===== config.mk =====
export PLATFORM = sky130hd
export DESIGN_NAME = hazard_ctrl
export DESIGN_NICKNAME = d
export VERILOG_FILES = /design/src/rtl/hazard_pkg.sv /design/src/rtl/hazard_fwd_unit.sv /design/src/rtl/hazard_ctrl.sv
export SDC_FILE = /design/constraint.sdc
export NUM_CORES = 1
export LEC_CHECK = 0
export CORE_MARGIN = 10
export CORE_UTILIZATION = 37
export CTS_CLUSTER_SIZE = 30
export DETAILED_ROUTE_END_ITERATION = 12
export PLACE_DENSITY = 0.83
export SYNTH_ARGS = -nofsm -noshare
export SYNTH_HDL_FRONTEND = slang
export SYNTH_SLANG_ARGS = --single-unit

===== constraint.sdc =====
create_clock -name clk -period 6.35 [get_ports clk]
set_clock_uncertainty 0.1 [all_clocks]
set_input_delay 1.905 -clock clk [delete_from_list [all_inputs] [get_ports clk]]
set_output_delay 1.905 -clock clk [all_outputs]
set_load 0.05 [all_outputs]

===== src/rtl/hazard_pkg.sv =====
// Shared types and constants for the pipeline hazard controller:
// control FSM states, operand-forward select codes and the default load encoding.
package hazard_pkg;

    typedef enum logic [1:0] {
        RUN      = 2'b00,
        MEM_WAIT = 2'b01,
        ERR      = 2'b10
    } hz_state_t;

    localparam logic [1:0] FWD_RF = 2'b00;
    localparam logic [1:0] FWD_W  = 2'b01;
    localparam logic [1:0] FWD_M  = 2'b10;

    localparam logic [1:0] RESULT_LOAD_DEF = 2'b01;

endpackage


===== src/rtl/hazard_fwd_unit.sv =====
// Operand forwarding select for one ALU source.
// The youngest producer (M) wins over W; register x0 is never forwarded.
module hazard_fwd_unit
    import hazard_pkg::*;
(
    input  logic [4:0] rs,
    input  logic [4:0] rd_m,
    input  logic       reg_write_m,
    input  logic [4:0] rd_w,
    input  logic       reg_write_w,
    output logic [1:0] fwd
);

    // Priority select between the M and W results
    always_comb begin
        fwd = FWD_RF;
        if (reg_write_m && (rd_m != 5'd0) && (rd_m == rs)) begin
            fwd = FWD_M;
        end else if (reg_write_w && (rd_w != 5'd0) && (rd_w == rs)) begin
            fwd = FWD_W;
        end else begin
            fwd = FWD_RF;
        end
    end

endmodule


===== src/rtl/hazard_ctrl.sv =====
// Pipeline hazard controller: forwarding, load-use and redirect bubbles, memory-wait
// stalls with a sticky timeout. Optional perf counters under HAZARD_PERF_CNT_EN.
module hazard_ctrl
    import hazard_pkg::*;
#(
    parameter int         WAIT_W      = 4,
    parameter logic [1:0] RESULT_LOAD = RESULT_LOAD_DEF
) (
    input  logic       clk,
    input  logic       n_rst,
    input  logic [4:0] Rs1D,
    input  logic [4:0] Rs2D,
    input  logic [4:0] Rs1E,
    input  logic [4:0] Rs2E,
    input  logic [4:0] RdE,
    input  logic [4:0] RdM,
    input  logic [4:0] RdW,
    input  logic       RegWriteM,
    input  logic       RegWriteW,
    input  logic [1:0] ResultSrcE,
    input  logic       PCSrcE,
    input  logic       MemReqM,
    input  logic       MemReadyM,
    output logic       StallF,
    output logic       StallD,
    output logic       StallE,
    output logic       StallM,
    output logic       FlushD,
    output logic       FlushE,
    output logic       FlushW,
    output logic [1:0] ForwardAE,
    output logic [1:0] ForwardBE,
    output logic       TimeoutErr
`ifdef HAZARD_PERF_CNT_EN
    ,
    output logic [31:0] StallCnt,
    output logic [31:0] FlushCnt
`endif
);

    localparam logic [WAIT_W-1:0] WAIT_ONE  = {{(WAIT_W-1){1'b0}}, 1'b1};
    localparam logic [WAIT_W-1:0] WAIT_MAX  = {WAIT_W{1'b1}};
    localparam logic [WAIT_W-1:0] WAIT_LAST = WAIT_MAX - WAIT_ONE;

    hz_state_t         state_r;
    hz_state_t         state_next_s;
    logic [WAIT_W-1:0] wait_cnt_r;
    logic [WAIT_W-1:0] wait_cnt_next_s;
    logic              timeout_r;
    logic              mem_pending_s;
    logic              mem_stall_s;
    logic              load_use_s;
    logic              redirect_s;

    hazard_fwd_unit u_fwd_a (
        .rs          (Rs1E),
        .rd_m        (RdM),
        .reg_write_m (RegWriteM),
        .rd_w        (RdW),
        .reg_write_w (RegWriteW),
        .fwd         (ForwardAE)
    );

    hazard_fwd_unit u_fwd_b (
        .rs          (Rs2E),
        .rd_m        (RdM),
        .reg_write_m (RegWriteM),
        .rd_w        (RdW),
        .reg_write_w (RegWriteW),
        .fwd         (ForwardBE)
    );

    assign mem_pending_s = MemReqM && !MemReadyM;
    assign load_use_s    = (ResultSrcE == RESULT_LOAD) && (RdE != 5'd0) &&
                           ((RdE == Rs1D) || (RdE == Rs2D));

    // Next state; the timeout fires on the edge where the counter reaches its maximum
    always_comb begin
        state_next_s    = state_r;
        wait_cnt_next_s = wait_cnt_r;
        case (state_r)
            RUN: begin
                if (mem_pending_s) begin
                    state_next_s    = MEM_WAIT;
                    wait_cnt_next_s = {WAIT_W{1'b0}};
                end else begin
                    state_next_s    = RUN;
                end
            end
            MEM_WAIT: begin
                if (!mem_pending_s) begin
                    state_next_s    = RUN;
                end else if (wait_cnt_r == WAIT_LAST) begin
                    state_next_s    = ERR;
                    wait_cnt_next_s = WAIT_MAX;
                end else begin
                    wait_cnt_next_s = wait_cnt_r + WAIT_ONE;
                end
            end
            ERR:     state_next_s = ERR;
            default: state_next_s = RUN;
        endcase
    end

    // State, wait counter and sticky timeout flag
    always_ff @(posedge clk or negedge n_rst) begin
        if (!n_rst) begin
            state_r    <= RUN;
            wait_cnt_r <= {WAIT_W{1'b0}};
            timeout_r  <= 1'b0;
        end else begin
            state_r    <= state_next_s;
            wait_cnt_r <= wait_cnt_next_s;
            timeout_r  <= timeout_r | (state_next_s == ERR);
        end
    end

    assign TimeoutErr = timeout_r;

    // Stall/flush outputs: ERR > memory stall > redirect > load-use
    always_comb begin
        StallF      = 1'b0;
        StallD      = 1'b0;
        StallE      = 1'b0;
        StallM      = 1'b0;
        FlushD      = 1'b0;
        FlushE      = 1'b0;
        FlushW      = 1'b0;
        mem_stall_s = 1'b0;
        redirect_s  = 1'b0;
        if (state_r == ERR) begin
            {StallF, StallD, StallE, StallM} = 4'b1111;
        end else if (mem_pending_s) begin
            mem_stall_s = 1'b1;
            {StallF, StallD, StallE, StallM} = 4'b1111;
            FlushW      = 1'b1;
        end else if (PCSrcE) begin
            redirect_s  = 1'b1;
            FlushD      = 1'b1;
            FlushE      = 1'b1;
        end else if (load_use_s) begin
            StallF      = 1'b1;
            StallD      = 1'b1;
            FlushE      = 1'b1;
        end else begin
            StallF      = 1'b0;
        end
    end

`ifdef HAZARD_PERF_CNT_EN
    logic [31:0] stall_cnt_r;
    logic [31:0] flush_cnt_r;

    // Free-running event counters, wrapping at 2^32
    always_ff @(posedge clk or negedge n_rst) begin
        if (!n_rst) begin
            stall_cnt_r <= 32'd0;
            flush_cnt_r <= 32'd0;
        end else begin
            if (StallF) begin
                stall_cnt_r <= stall_cnt_r + 32'd1;
            end
            if (redirect_s) begin
                flush_cnt_r <= flush_cnt_r + 32'd1;
            end
        end
    end

    assign StallCnt = stall_cnt_r;
    assign FlushCnt = flush_cnt_r;
`endif

endmodule


; Word level (Yosys, flattened, before mapping)
; Cells that the tools add are included.
[word_totals]
in_bits = 44
reg_bits = 7
ramBits = 0
latch_bits = 0
mem_count = 0
romBits = 0
elab_cells = 60
out_inout_bits = 12
[classes]
div = 0
order_cmp = 0
n_eq_ne = 13
muxes = 25
shifts = 0
addsub = 1
n_bitwise = 1
multipliers = 0
n_reduce_logical = 17
[op_table]
columns = op, n
row1 = equality test 5 bit, 6
row2 = two-way mux 1 bit, 16
row3 = nonzero test 5 bit, 3
row4 = two-way mux 4 bit, 3
row5 = logical AND 1 bit, 9
row6 = two-way mux 2 bit, 4
row7 = case mux 4 bit (2 select lines), 1
row8 = case mux 2 bit (3 select lines), 1
row9 = "adder 4 x 1 -> 4 bit, second input constant", 1
row10 = "equality test 2 x 1 -> 1 bit, second input constant", 2
row11 = "equality test 2 bit, second input constant", 2
row12 = "equality test 4 bit, second input constant", 1
row13 = "inequality test 2 bit, second input constant", 2
row14 = AND reduction 3 bit, 1
row15 = zero test 2 bit, 1
row16 = nonzero test 2 bit, 1
row17 = zero test 1 bit, 1
row18 = logical OR 1 bit, 1
row19 = bitwise OR 1 bit, 1

; Logic depth before layout (Yosys ltp)
; Gate-level depths: netlist of run 1.
[depth]
word_depth = 7
depth_mapped = 6
mapped_depth_nobuf = 6

; By module
; Synthesis of run 1 repeated with hierarchy kept, for this count alone.
[hier_totals]
hier_cells = 97
area_unflattened_um2 = 830.8
[modules_own_cells]
columns = mod, seq_area_each_um2, area_per_inst_um2, cells_per_inst, instances
row1 = hazard_ctrl, 175.2, 528.0, 57, 1
row2 = hazard_fwd_unit, 0.0, 151.4, 20, 2

; Worst setup path after synthesis of run 1
; OpenSTA, ideal clock, no wires.
[synth_timing]
path_kind = in2out
from = in RdM[4]
to = out ForwardAE[0]
cell_stages = 4
n_path_buf = 0
path_slack_ns = 0.075
t_required_ns = 4.345
t_arrival_ns = 4.270
path_cell_list = xnor2_1 > nand3_1 > nor4_1 > nor4_2
[synth_between]
elab_chain_len = 4
elab_cells_between_ends = 5
cone_classes = eq/ne: 1 / mux: 1 / reduce/logical: 3
[synth_rtl]
columns = element, line_no
row1 = "start, declared", hazard_ctrl.sv:16  ; input logic [4:0] RdM,
row2 = nonzero test 5 bit, hazard_fwd_unit.sv:17  ; if (reg_write_m && (rd_m != 5'd0) && (rd_m == rs)) begin
row3 = logical AND 1 bit, hazard_fwd_unit.sv:17
row4 = logical AND 1 bit *, hazard_fwd_unit.sv:17
row5 = two-way mux 2 bit *, hazard_fwd_unit.sv:17
row6 = "end, declared", hazard_ctrl.sv:31  ; output logic [1:0] ForwardAE,
; Every way passes the cells marked *; elsewhere a longest branch is shown, timed or not.

; Final worst setup path of run 1
[layout_timing]
from = in RdM[0]
to = out ForwardBE[1]
[layout_between]
elab_chain_len = 4
elab_cells_between_ends = 5
cone_classes = eq/ne: 1 / mux: 1 / reduce/logical: 3
[layout_rtl]
columns = element, line_no
row1 = nonzero test 5 bit, hazard_fwd_unit.sv:17
row2 = logical AND 1 bit, hazard_fwd_unit.sv:17
row3 = logical AND 1 bit *, hazard_fwd_unit.sv:17
row4 = two-way mux 2 bit *, hazard_fwd_unit.sv:17
row5 = "end, declared", hazard_ctrl.sv:32  ; output logic [1:0] ForwardBE,
; Marks and branches as above.

==> metrics.csv, run 1 <==
stage,metric,value,unit
setup_path,startpoint types,input pin,
sta,total count of max-transition violations in the final report,0,
final_layout,Non-Filler Instances,176,
global_route,antenna violations before repair,0,
setup_path,Worst path top cell family by delay,buffers and inverters,
clock_tree,hold-fix buffer count after cts,0,
setup_path,endpoint required time on the critical path,4350,ps
power_and_ir_drop,combinational power share,40.0,%
final_layout,diode count,0,
setup_path,max incr delay on CP,900,ps
sta,Max-Slew Margin vs Limit,64.7,%
setup_path,kind of end point of the critical path,primary output,
sta,ratio of final minimum period to clock period,95.2,%
clock_tree,Root Buffer Master,clkbuf_4,
setup_path,biggest fanout along the worst timing path,3,
min_path,HP Class,reg -> reg,
logic_synthesis,proportion of register bits with asynchronous set or reset after synthesis,100,%
power_and_ir_drop,clock share of power,28.9,%
setup_path,RR Endpoint,TimeoutErr,
setup_path,setup slack of the most critical reg-to-reg path,4920,ps
setup_path,r2r startpoint,wait_cnt_r[0],
logic_synthesis,portion of the post-synthesis area used by sequential elements,22.3,%
setup_path,Crit path buffers/inverters,2,
global_route,wire length of the first global-routing pass,4.82,mm
logic_synthesis,cell types occupying the most area after synthesis,"xor2_1 27%, dfrtp_1 22%, xnor2_1 6.7%",
global_route,leftover overflow at the end of global routing,0,
clock_tree,clock-pin slew of the registers on the worst-case setup and hold paths,50,ps
clock_tree,buffer levels on the longest clock path,2,
clock_tree,H-tree depth,1,
logic_synthesis,post-synthesis sequential element count,7,
setup_path,critical path class,in -> out,
final_layout,final standard cell area without fillers,0.00140,mm²
detailed_routing,DRC Markers,0,
detailed_routing,Final Routed Wirelength,2.96,mm
power_and_ir_drop,internal portion of total power,105,µW
min_path,Worst Hold Path EP,TimeoutErr,
power_and_ir_drop,worst vdd ir,0.0000940,V
final_layout,fraction of layout cells with a size suffix above 1,7.38,%
setup_path,signal arrival time at the worst endpoint,4040,ps
sta,summed negative setup slack over all endpoints,0,ps
final_layout,fraction of the core area covered by cells at the end of the flow,70.5,%
sta,minimum setup slack in the final design,304,ps
placement,"Cell Area, Placed",0.00137,mm²
global_route,maximum number of pins on one net before global-route repair,8,
sta,worst slew pin tran,527,ps
logic_synthesis,total of warnings raised by yosys,0,
final_layout,synthesis-to-finish area growth,77.7,%
clock_tree,TritonCTS clock tree,yes,
logic_synthesis,ranking of synthesized cells by instance count,"24 x xor2_1, 7 x dfrtp_1, 6 x xnor2_1, 5 x or4_1",
sta,number of failing hold endpoints at the final stage,0,
sta,final-report setup violation count,0,
floorplan,total I/O pin count,56,
floorplan,row count,16,
floorplan,area of the die,0.00437,mm²
setup_path,crit path from,RdM[0],
logic_synthesis,most frequent cell after synthesis,xor2_1,
placement,DP Cell Count,172,
logic_synthesis,post-synthesis cell type count,29,
placement,Placer Congestion,0.865,
power_and_ir_drop,Leak,0.000530,µW
clock_tree,clock insertion delay at the later pin of the skew report,260,ps
min_path,hold path depth,1,
setup_path,"Max stage delay cell, worst path",clkdlybuf4s50_1,
detailed_routing,number of iterations in the first detailed-routing pass,5,
clock_tree,total clock sinks,7,
logic_synthesis,cell area after synthesis,786,µm²
setup_path,series of cell instances along the critical path,"clkdlybuf4s50_1, xnor2_1, nand3_1, nor4_1, clkdlybuf4s50_1",
detailed_routing,drt wl/cell,16.8,µm
setup_path,cell mode on critical path,clkdlybuf4s50_1,
placement,sum of net half-perimeters after detailed placement,2.55,mm
placement,IO Port Bufs,55,
setup_path,Register-to-Register Path Depth,5,
floorplan,overall die height,66.1,µm
logic_synthesis,area share of the largest cell type after synthesis,26.8,%
detailed_routing,routed vias,872,
power_and_ir_drop,pwr/cell area,106,mW/mm²
sta,Max Clock Freq,165,MHz
logic_synthesis,count of flip-flops with a built-in enable after synthesis,0,
final_layout,post-layout net count,196,
run_status,status,finished clean,
logic_synthesis,Yosys top cell by area,xor2_1,
power_and_ir_drop,net switching power,42.4,µW
clock_tree,CTS-repair resized insts,0,
power_and_ir_drop,switch share,28.7,%
sta,unrepaired setup endpoints after global routing,false,
logic_synthesis,synthesized netlist net count,138,
min_path,hold path start,TimeoutErr,
sta,clock period minus final worst setup slack,6050,ps
logic_synthesis,prevailing post-synth register cell,dfrtp_1,
global_route,via count of the first global-routing pass,989,
clock_tree,# Post-CTS Setup Buffers,0,
global_route,aggregate global-route resource usage,13.9,%
clock_tree,number of CTS-inserted buffers,3,
floorplan,initial core utilization,39.6,%
detailed_routing,count of routing violations after the opening detailed-route iteration,25,
detailed_routing,final antenna-violating net count,0,
placement,minimum setup slack after placement,356,ps
detailed_routing,detailed-route vias per instance,4.95,
job,# Max-Cap Violations,0,
floorplan,Std-Cell Core Area,0.00198,mm²
logic_synthesis,Mapped Cells,92,
logic_synthesis,average footprint of a synthesized cell,8.54,µm²
floorplan,Die Wd,66.1,µm
power_and_ir_drop,proportion of power drawn by flip-flops and latches,31.1,%
-- sequential cells by signal, summed over array words and instances, names as in the netlist --
| signal | flops |
|---|---|
| wait_cnt_r | 4 |
| TimeoutErr | 1 |
| state_r | 2 |
-- power by group through the flow --
stage	Sequential (µW)	Clock [µW]	Combinational [µW]
6_report	46.0	42.7	59.2
5_1_grt	46.1	45.3	64.4
4_1_cts	46.0	43.0	59.4
3_5_place_dp	46.8	0	59.1
3_3_place_gp	46.7	0	57.4
2_1_floorplan	46.6	0	20.4
-- layer usage --
metal / GRT usage (%) / wire (µm) / vias to the layer above / part of all wire [%]
li1: - / - / 438 / -
met1: 14.6 / 1160 / 396 / 39
met2: 26.1 / 1510 / 34 / 51
met3: 4.58 / 274 / 4 / 9.3
met4: 2.36 / 15 / 0 / 0.51
met5: 0 / 0 / - / 0
-- cell usage in the layout (no fill, tap or decap), types with 2 or more instances in the layout --
cell type	count
and2_1	2
ha_1	2
clkbuf_4	3
inv_1	2
xor2_1	24
clkdlybuf4s50_1	51
nor4_2	2
o21ai_0	3
nand2_1	4
a21oi_1	3
xnor2_1	6
nor2b_1	2
nor3_1	3
nand3_1	4
o31ai_1	2
nand2b_1	3
nor2_1	4
buf_4	2
nor4_1	2
buf_12	2
or4_1	5
dfrtp_1	7
-- through the flow --
step / hold WS (ps) / total power [µW]
after CTS: 390 / 148
after global routing: 400 / 156
after floorplan: 403 / 67.1
after detailed placement: 369 / 106
after global placement: 357 / 104
final: 386 / 148
-- worst max-delay path by stage --
| stage | to | slack (ps) | depth (start not counted) |
|---|---|---|---|
| finish | ForwardBE[1] | 300 | 5 |
| detailed placement | ForwardAE[1] | 360 | 5 |
| floorplan | ForwardAE[0] | 80 | 4 |
| CTS | ForwardBE[1] | 330 | 5 |
| global route | ForwardBE[1] | 160 | 5 |
| global placement | ForwardBE[1] | 350 | 5 |
-- kinds of logic after synthesis --
| kind of cell | count (synthesis) | share of synthesized area [%] |
|---|---|---|
| fa+ha+maj | 2 | 3.18 |
| xor+xnor | 30 | 33.4 |
| flops | 7 | 22.3 |
| compound gates | 14 | 11.5 |
| simple gates | 35 | 26.8 |
| buf+inv | 4 | 2.87 |
-- final cells by class --
type                       instances  area [µm²]
clock buffer                       4        26.3
fill                             152         586
inverter                           2        7.51
multi-input combinational         81         588
sequential                         7         175
tap                               27        33.8
timing repair buffer              55         566
-- worst reg2reg max path, delay by kind of cell (launching register included) --
kind	cells	cell delay, ps
flops	1	410
simple gates	2	310
compound gates	1	290
fa+ha+maj	1	190
buf+inv	1	90
Power figures use the tool's default switching activity.
==> run 2: changes to the inputs <==
==> constraint.sdc (replaced) <==
create_clock -name clk -period 7.5 [get_ports clk]
set_clock_uncertainty 0.1 [all_clocks]
set_input_delay 2.25 -clock clk [delete_from_list [all_inputs] [get_ports clk]]
set_output_delay 2.25 -clock clk [all_outputs]
set_load 0.05 [all_outputs]
==> run 2 against run 1 <==
- first-iteration DRC count decreased by 16%
- critical path type unchanged
- routed wire length shrank 2.6%
- via count grew 0.34%
- largest power group unchanged
- critical endpoint is now ForwardBE[0]
- combinational power decreased by 16%
- largest cell class unchanged
- sequential share of layout area rose by 0.14 points
- count of clock-buffer cells in the layout unchanged
==> metrics.csv, run 2 (synthesis results as in run 1) <==
stage,metric,value,unit
final_layout,diode count,0,
clock_tree,clock-pin slew of the registers on the worst-case setup and hold paths,50,ps
detailed_routing,routed vias,875,
global_route,antenna violations before repair,0,
detailed_routing,number of iterations in the first detailed-routing pass,4,
sta,ratio of final minimum period to clock period,93.0,%
clock_tree,Root Buffer Master,clkbuf_4,
global_route,aggregate global-route resource usage,13.4,%
global_route,wire length of the first global-routing pass,4.64,mm
power_and_ir_drop,pwr/cell area,89.4,mW/mm²
clock_tree,number of CTS-inserted buffers,3,
final_layout,synthesis-to-finish area growth,75.8,%
detailed_routing,Final Routed Wirelength,2.88,mm
final_layout,most common library cell in the layout ignoring fill and taps,clkdlybuf4s50_1,
power_and_ir_drop,worst vdd ir,0.0000834,V
final_layout,# fillers,154,
sta,Max-Slew Margin vs Limit,64.9,%
clock_tree,hold-fix buffer count after cts,0,
setup_path,series of cell instances along the critical path,"clkdlybuf4s50_1, or4_1, o21ai_2, nor4_1, nor4_2, clkdlybuf4s50_1",
clock_tree,CTS-repair resized insts,0,
job,# Max-Cap Violations,0,
global_route,maximum number of pins on one net before global-route repair,8,
floorplan,area of the die,0.00437,mm²
sta,Max Clock Freq,143,MHz
global_route,GR Util met2,24.4,%
setup_path,kind of end point of the critical path,primary output,
sta,summed negative setup slack over all endpoints,0,ps
clock_tree,buffer levels on the longest clock path,2,
final_layout,Biggest register,wait_cnt_r,
final_layout,Non-Filler Instances,176,
placement,Placer Congestion,0.859,
floorplan,row count,16,
setup_path,max incr delay on CP,840,ps
sta,number of failing hold endpoints at the final stage,0,
sta,clock period minus final worst setup slack,6970,ps
clock_tree,clock insertion delay at the later pin of the skew report,250,ps
power_and_ir_drop,total power after layout,123,µW
final_layout,fraction of layout cells with a size suffix above 1,4.70,%
sta,unrepaired setup endpoints after global routing,false,
setup_path,"Max stage delay cell, worst path",clkdlybuf4s50_1,
floorplan,Std-Cell Core Area,0.00198,mm²
clock_tree,H-tree depth,1,
power_and_ir_drop,Leak,0.000521,µW
floorplan,initial core utilization,39.6,%
placement,DP Cell Count,172,
setup_path,cell mode on critical path,clkdlybuf4s50_1,
global_route,met1 usage in global routing,13.8,%
clock_tree,TritonCTS clock tree,yes,
detailed_routing,detailed-route vias per instance,4.97,
min_path,HP Class,reg -> reg,
global_route,leftover overflow at the end of global routing,0,
floorplan,total I/O pin count,56,
detailed_routing,drt wl/cell,16.4,µm
final_layout,max FFs per register,4,
detailed_routing,final antenna-violating net count,0,
clock_tree,# Post-CTS Setup Buffers,0,
final_layout,"leading cell types in the layout, fill and taps excluded","55 x clkdlybuf4s50_1, 24 x xor2_1, 7 x dfrtp_1",
sta,final-report setup violation count,0,
final_layout,area used by multi-input combinational logic,588,µm²
global_route,most heavily used metal layer in global routing,met2,
global_route,global-route met3 utilization,3.90,%
clock_tree,total clock sinks,7,
floorplan,Die Wd,66.1,µm
placement,sum of net half-perimeters after detailed placement,2.56,mm
setup_path,setup slack of the most critical reg-to-reg path,6030,ps
final_layout,total area of sequential cells,175,µm²
detailed_routing,count of routing violations after the opening detailed-route iteration,21,
placement,IO Port Bufs,55,
final_layout,post-layout net count,196,
sta,total count of max-transition violations in the final report,0,
setup_path,endpoint required time on the critical path,5150,ps
setup_path,startpoint types,input pin,
sta,worst slew pin tran,525,ps
detailed_routing,DRC Markers,0,
global_route,via count of the first global-routing pass,1013,
setup_path,critical path class,in -> out,
setup_path,biggest fanout along the worst timing path,3,
floorplan,overall die height,66.1,µm
run_status,status,finished clean,
setup_path,signal arrival time at the worst endpoint,4620,ps
[run 2: worst max-delay path: cells and delay by family]
family | cells | cell delay (ps)
compound gates | 1 | 150
buf+inv | 2 | 1310
simple gates | 3 | 910
[run 2: area by class of cell]
class / instances / share of cell area (%)
Clock buffer: 4 / 1.90
Sequential cell: 7 / 12.7
Timing Repair Buffer: 55 / 39.9
Inverter: 2 / 0.543
Tap cell: 27 / 2.45
Multi-Input combinational cell: 81 / 42.6
[run 2: per-layer routing]
layer,part of all wire (%),vias up
li1,-,438
met1,40,398
met2,50,35
met3,8.4,4
met4,1.5,0
met5,0,-
[run 2: where the power goes]
part / internal (µW) / switching, µW / leakage, µW
sequential: 38.4 / 0.648 / 0.0000852
clock: 20.3 / 14.6 / 0.0000150
combinational: 30.2 / 19.4 / 0.000421
[run 2: worst paths after layout]
check                          endpoint  cells after the start          start
min reg2reg                  TimeoutErr                      1     TimeoutErr
max in group asynchronous    state_r[0]                      1          n_rst
max reg2reg                  TimeoutErr                      5  wait_cnt_r[0]
max                        ForwardBE[0]                      6         RdM[4]
min in group asynchronous    state_r[1]                      1          n_rst
min                          TimeoutErr                      1     TimeoutErr
[run 2: metrics by stage]
stage               hold slack [ps]  cell area (µm²)  worst slack [ps]  utilization (%)
floorplan                       403              786               535                -
global placement                357             1360               567             68.4
detailed placement              369             1360               509             68.4
CTS                             384             1380               509             69.7
global route                    402             1380               424             69.7
finish                          384             1380               525             69.7
==> run 3: changes to the inputs <==
--- a/config.mk
+++ b/config.mk
@@ -5,7 +5,7 @@
 export SDC_FILE = /design/constraint.sdc
 export NUM_CORES = 1
 export LEC_CHECK = 0
-export CORE_MARGIN = 10
+export CORE_ASPECT_RATIO = 1.4
 export CORE_UTILIZATION = 37
 export CTS_CLUSTER_SIZE = 30
 export DETAILED_ROUTE_END_ITERATION = 12
==> run 3 against run 2 <==
- maximum frequency is 0.39% higher
- global-route usage is 8.0 points higher
- total power is 0.62% lower
- design area is 0.54% lower
- via count is 1.8% lower
- count of clock-buffer cells in the layout stayed put
- worst hold slack worse by 1.5 ps
- clock power is 1% lower
- sequential power hardly changed
- critical endpoint is now ForwardAE[0]
- largest power group unchanged
==> metrics.csv, run 3 (synthesis results as in run 1) <==
stage,metric,value,unit
sta,worst slew pin tran,524,ps
sta,unrepaired setup endpoints after global routing,false,
floorplan,overall die height,56.5,µm
power_and_ir_drop,pwr/cell area,89.3,mW/mm²
setup_path,biggest fanout along the worst timing path,3,
final_layout,"leading cell types in the layout, fill and taps excluded","55 x clkdlybuf4s50_1, 24 x xor2_1, 7 x dfrtp_1",
global_route,via count of the first global-routing pass,873,
placement,sum of net half-perimeters after detailed placement,1.89,mm
clock_tree,Root Buffer Master,clkbuf_4,
floorplan,Die Wd,40.9,µm
setup_path,signal arrival time at the worst endpoint,4600,ps
sta,final-report setup violation count,0,
final_layout,fraction of layout cells with a size suffix above 1,4.70,%
sta,clock period minus final worst setup slack,6950,ps
run_status,status,finished clean,
setup_path,setup slack of the most critical reg-to-reg path,6110,ps
clock_tree,clock-pin slew of the registers on the worst-case setup and hold paths,50,ps
clock_tree,clock insertion delay at the later pin of the skew report,260,ps
setup_path,startpoint types,input pin,
setup_path,kind of end point of the critical path,primary output,
final_layout,total area of sequential cells,175,µm²
clock_tree,total clock sinks,7,
job,# Max-Cap Violations,0,
final_layout,synthesis-to-finish area growth,74.8,%
floorplan,area of the die,0.00231,mm²
power_and_ir_drop,Leak,0.000521,µW
sta,Max-Slew Margin vs Limit,64.9,%
detailed_routing,drt wl/cell,12.8,µm
sta,Max Clock Freq,144,MHz
clock_tree,# Post-CTS Setup Buffers,0,
sta,total count of max-transition violations in the final report,0,
setup_path,endpoint required time on the critical path,5150,ps
clock_tree,H-tree depth,1,
global_route,maximum number of pins on one net before global-route repair,8,
global_route,aggregate global-route resource usage,21.4,%
clock_tree,CTS-repair resized insts,0,
detailed_routing,number of iterations in the first detailed-routing pass,4,
sta,summed negative setup slack over all endpoints,0,ps
floorplan,row count,19,
power_and_ir_drop,worst vdd ir,0.000110,V
final_layout,max FFs per register,4,
clock_tree,hold-fix buffer count after cts,0,
setup_path,critical path class,in -> out,
detailed_routing,final antenna-violating net count,0,
final_layout,Non-Filler Instances,170,
detailed_routing,count of routing violations after the opening detailed-route iteration,14,
placement,IO Port Bufs,55,
final_layout,most common library cell in the layout ignoring fill and taps,clkdlybuf4s50_1,
floorplan,initial core utilization,39.8,%
placement,Placer Congestion,0.863,
floorplan,Std-Cell Core Area,0.00197,mm²
final_layout,diode count,0,
detailed_routing,detailed-route vias per instance,5.05,
setup_path,RR Endpoint,TimeoutErr,
detailed_routing,routed vias,859,
detailed_routing,Final Routed Wirelength,2.18,mm
sta,number of failing hold endpoints at the final stage,0,
placement,DP Cell Count,166,
clock_tree,number of CTS-inserted buffers,3,
min_path,HP Class,reg -> reg,
setup_path,Register-to-Register Path Depth,5,
setup_path,crit path to,ForwardAE[0],
setup_path,r2r startpoint,wait_cnt_r[0],
clock_tree,TritonCTS clock tree,yes,
floorplan,total I/O pin count,56,
final_layout,Biggest register,wait_cnt_r,
global_route,wire length of the first global-routing pass,3.46,mm
detailed_routing,DRC Markers,0,
global_route,leftover overflow at the end of global routing,0,
clock_tree,buffer levels on the longest clock path,2,
final_layout,# fillers,152,
final_layout,post-layout net count,196,
setup_path,crit path from,RdM[4],
final_layout,area used by multi-input combinational logic,588,µm²
sta,ratio of final minimum period to clock period,92.6,%
global_route,antenna violations before repair,0,
-- run 3: cell counts in the layout (fill, tap and decap cells not counted) --
Identical to the previous run, type by type.
-- run 3: worst min-delay path by stage --
stage                             to  slack, ps  cells after the start        from
after detailed placement  TimeoutErr        360                      1  TimeoutErr
after CTS                 TimeoutErr        380                      1  TimeoutErr
after global placement    TimeoutErr        370                      1  TimeoutErr
after floorplan           state_r[1]        400                      1  state_r[1]
after global routing      TimeoutErr        400                      1  TimeoutErr
final                     TimeoutErr        380                      1  TimeoutErr
-- run 3: final cells by class --
cell class,instances,area share (%)
Inverter,2,0.546
Multi-Input combinational cell,81,42.8
Timing Repair Buffer,55,40.1
Clock buffer,4,1.91
Tap cell,21,1.91
Sequential cell,7,12.8
-- run 3: metal layers --
metal  share of wire, %  GRT usage (%)  vias to the layer above
li1                   -              -                      440
met1                 36           22.7                      385
met2                 54           36.4                       27
met3                7.2           3.95                        7
met4                2.8           11.4                        0
met5                  0              0                        -
-- run 3: stage by stage --
stage	util (%)	instance area [µm²]	power [µW]	worst slack, ps	hold slack, ps
detailed placement	68.3	1350	88.7	529	361
floorplan	-	786	56.8	535	403
global route	69.6	1370	131	444	405
CTS	69.6	1370	124	535	383
finish	69.6	1370	123	553	382
global placement	68.3	1350	87.7	558	367
-- run 3: worst max-delay path: stages --
cell and delay, ps:
clkdlybuf4s50_1 470, or4_1 550, o21ai_2 140, nor4_1 90, nor4_2 250, clkdlybuf4s50_1 830
-- run 3: power breakdown --
group          internal [µW]  switching, µW  total (µW)
Clock                   20.3           14.2        34.5
Combinational           30.1           19.1        49.2
Sequential              38.4          0.573        39.0
==> edit: new RTL, flow settings as in run 2 <==
The option `HAZARD_PERF_CNT_EN` is turned on by a define.
--- a/src/rtl/hazard_ctrl.sv
+++ b/src/rtl/hazard_ctrl.sv
@@ -1,5 +1,7 @@
 // Pipeline hazard controller: forwarding, load-use and redirect bubbles, memory-wait
 // stalls with a sticky timeout. Optional perf counters under HAZARD_PERF_CNT_EN.
+`define HAZARD_PERF_CNT_EN
+
 module hazard_ctrl
     import hazard_pkg::*;
 #(
Function (old outputs only; new: FlushCnt and StallCnt): kept (Yosys induction, for registers that start in step).
==> edit against run 2 <==
- synthesized area rose to 4.7 times the old value
- cell area rose to 3.8 times the old value
- core utilization fell by 17 points
- synthesized cell count rose to 3.7 times the old value
- sequential power rose to 9.8 times the old value
- via count rose to 3.4 times the old value
- power rose to 5.8 times the old value
- wire length rose to 3.3 times the old value
- sequential cell count rose by 64
- critical path depth did not move
- setup slack got worse by 0.19 ns
- count of clock-buffer cells in the layout rose by 8
- critical endpoint unchanged
- largest cell class unchanged
- highest routed layer unchanged
==> edit: results (changes against run 2) <==
synth:
  yosys-mux-area-fraction_pct: 0.6073  # +0.61 points
  syn_nets: 387  # +180%
  synthCells: 339  # +270%
  synth_fa_ha_area_share_pct: 1.350  # -1.8 points
  synthTopCellsByCount: "dfrtp_1, xnor2_1, xor2_1, nand3_1, nand2_1"
  netlist-cell-type-count: 43  # +48%
  ys_seq_area_share_pct: 47.91  # +26 points
  synth-compound-area-share_pct: 3.070  # -8.4 points
clock_tree:
  cts_buffers: 9  # +6
  clk_latency_ns: 0.34  # +0.09 ns
  h-tree-depth: 3  # +2
  root_buffer: "clkbuf_8"
drt:
  route.met2.wl_mm: 4.500  # +210%
  vias: 3011  # +240%
  first_iter_violations: 129  # +510%
  wl_met3_mm: 1.067  # +340%
  wl_met1_mm: 3.837  # +240%
global_routing:
  grt_max_degree: 72  # +64
  grt_pass1_wl_mm: 16.38  # +250%
  grt_util_all_layers_pct: 13.76  # +0.37 points
  grt_pass1_vias: 3343  # +230%
place:
  io_buffers: 119  # +120%
  dp_cells: 586  # +240%
  hpwl_mm: 7.565  # +200%
  routabilityCongestion: 0.9268  # +7.8%
timing:
  relSlewSlack_pct: 41.13  # -24 points
critical_path:
  max_stage_delay_ns: 0.89  # +0.05 ns
  arrival_ns: 4.82  # +0.20 ns
pwr:
  ir_drop_v: 0.00006885  # -17%
finish:
  drive_above_1_share_pct: 8.584  # +3.9 points
outcome:
  status: "finished clean"
-- edit: path summary, 6_finish.rpt --
| check | from | slack, ns | to |
|---|---|---|---|
| max reg2reg | state_r[0] | 5.25 | StallCnt[25] |
| max in group asynchronous | n_rst | 4.72 | FlushCnt[8] |
| min reg2reg | StallCnt[31] | 0.37 | StallCnt[31] |
| min in group asynchronous | n_rst | 2.01 | StallCnt[11] |
| min | StallCnt[31] | 0.37 | StallCnt[31] |
| max | RdM[0] | 0.33 | ForwardBE[0] |
-- edit: layout make-up --
| class | instances | area [µm²] |
|---|---|---|
| Sequential cell | 71 | 1777 |
| Tap cell | 133 | 166.4 |
| Inverter | 4 | 15.01 |
| Multi-Input combinational cell | 257 | 1869 |
| Clock inverter | 1 | 5.005 |
| Clock buffer | 12 | 165.2 |
| Fill cell | 896 | 4581 |
| Timing Repair Buffer | 121 | 1196 |
-- edit: worst max-delay path, delay by kind of cell --
| family | cells | cell delay (ns) |
|---|---|---|
| AO/OA/AOI/OAI | 1 | 0.23 |
| AND/OR/NAND/NOR | 3 | 0.97 |
| buffers and inverters | 2 | 1.36 |
-- edit: per-layer routing --
layer | global-route usage, % | vias to the layer above
li1 | - | 1433
met1 | 15.43 | 1452
met2 | 21.77 | 110
met3 | 6.751 | 16
met4 | 6.033 | 0
met5 | 0 | -
-- edit: logic make-up (layout without fill, tap and decap cells) --
family	Yosys count	count (layout)
buf+inv	11	138
flops	71	71
compound gates	12	12
simple gates	147	147
mux	2	2
fa+ha+maj	4	4
xor+xnor	92	92
-- edit: through the flow --
step | worst slack, ns | hold WS [ns]
after floorplan | 0.3229 | 0.3859
after global placement | 0.4469 | 0.3551
after detailed placement | 0.3185 | 0.3550
after CTS | 0.3091 | 0.3747
after global routing | 0.1790 | 0.3900
final | 0.3334 | 0.3673
-- edit: power breakdown --
| group | switching, µW | leakage, µW | total, µW | internal [µW] |
|---|---|---|---|---|
| Combinational | 27.6 | 0.00112 | 58.5 | 30.9 |
| Clock | 132 | 0.0000902 | 274 | 141 |
| Sequential | 0.684 | 0.000941 | 384 | 383 |
| Total | 161 | 0.00215 | 716 | 555 |
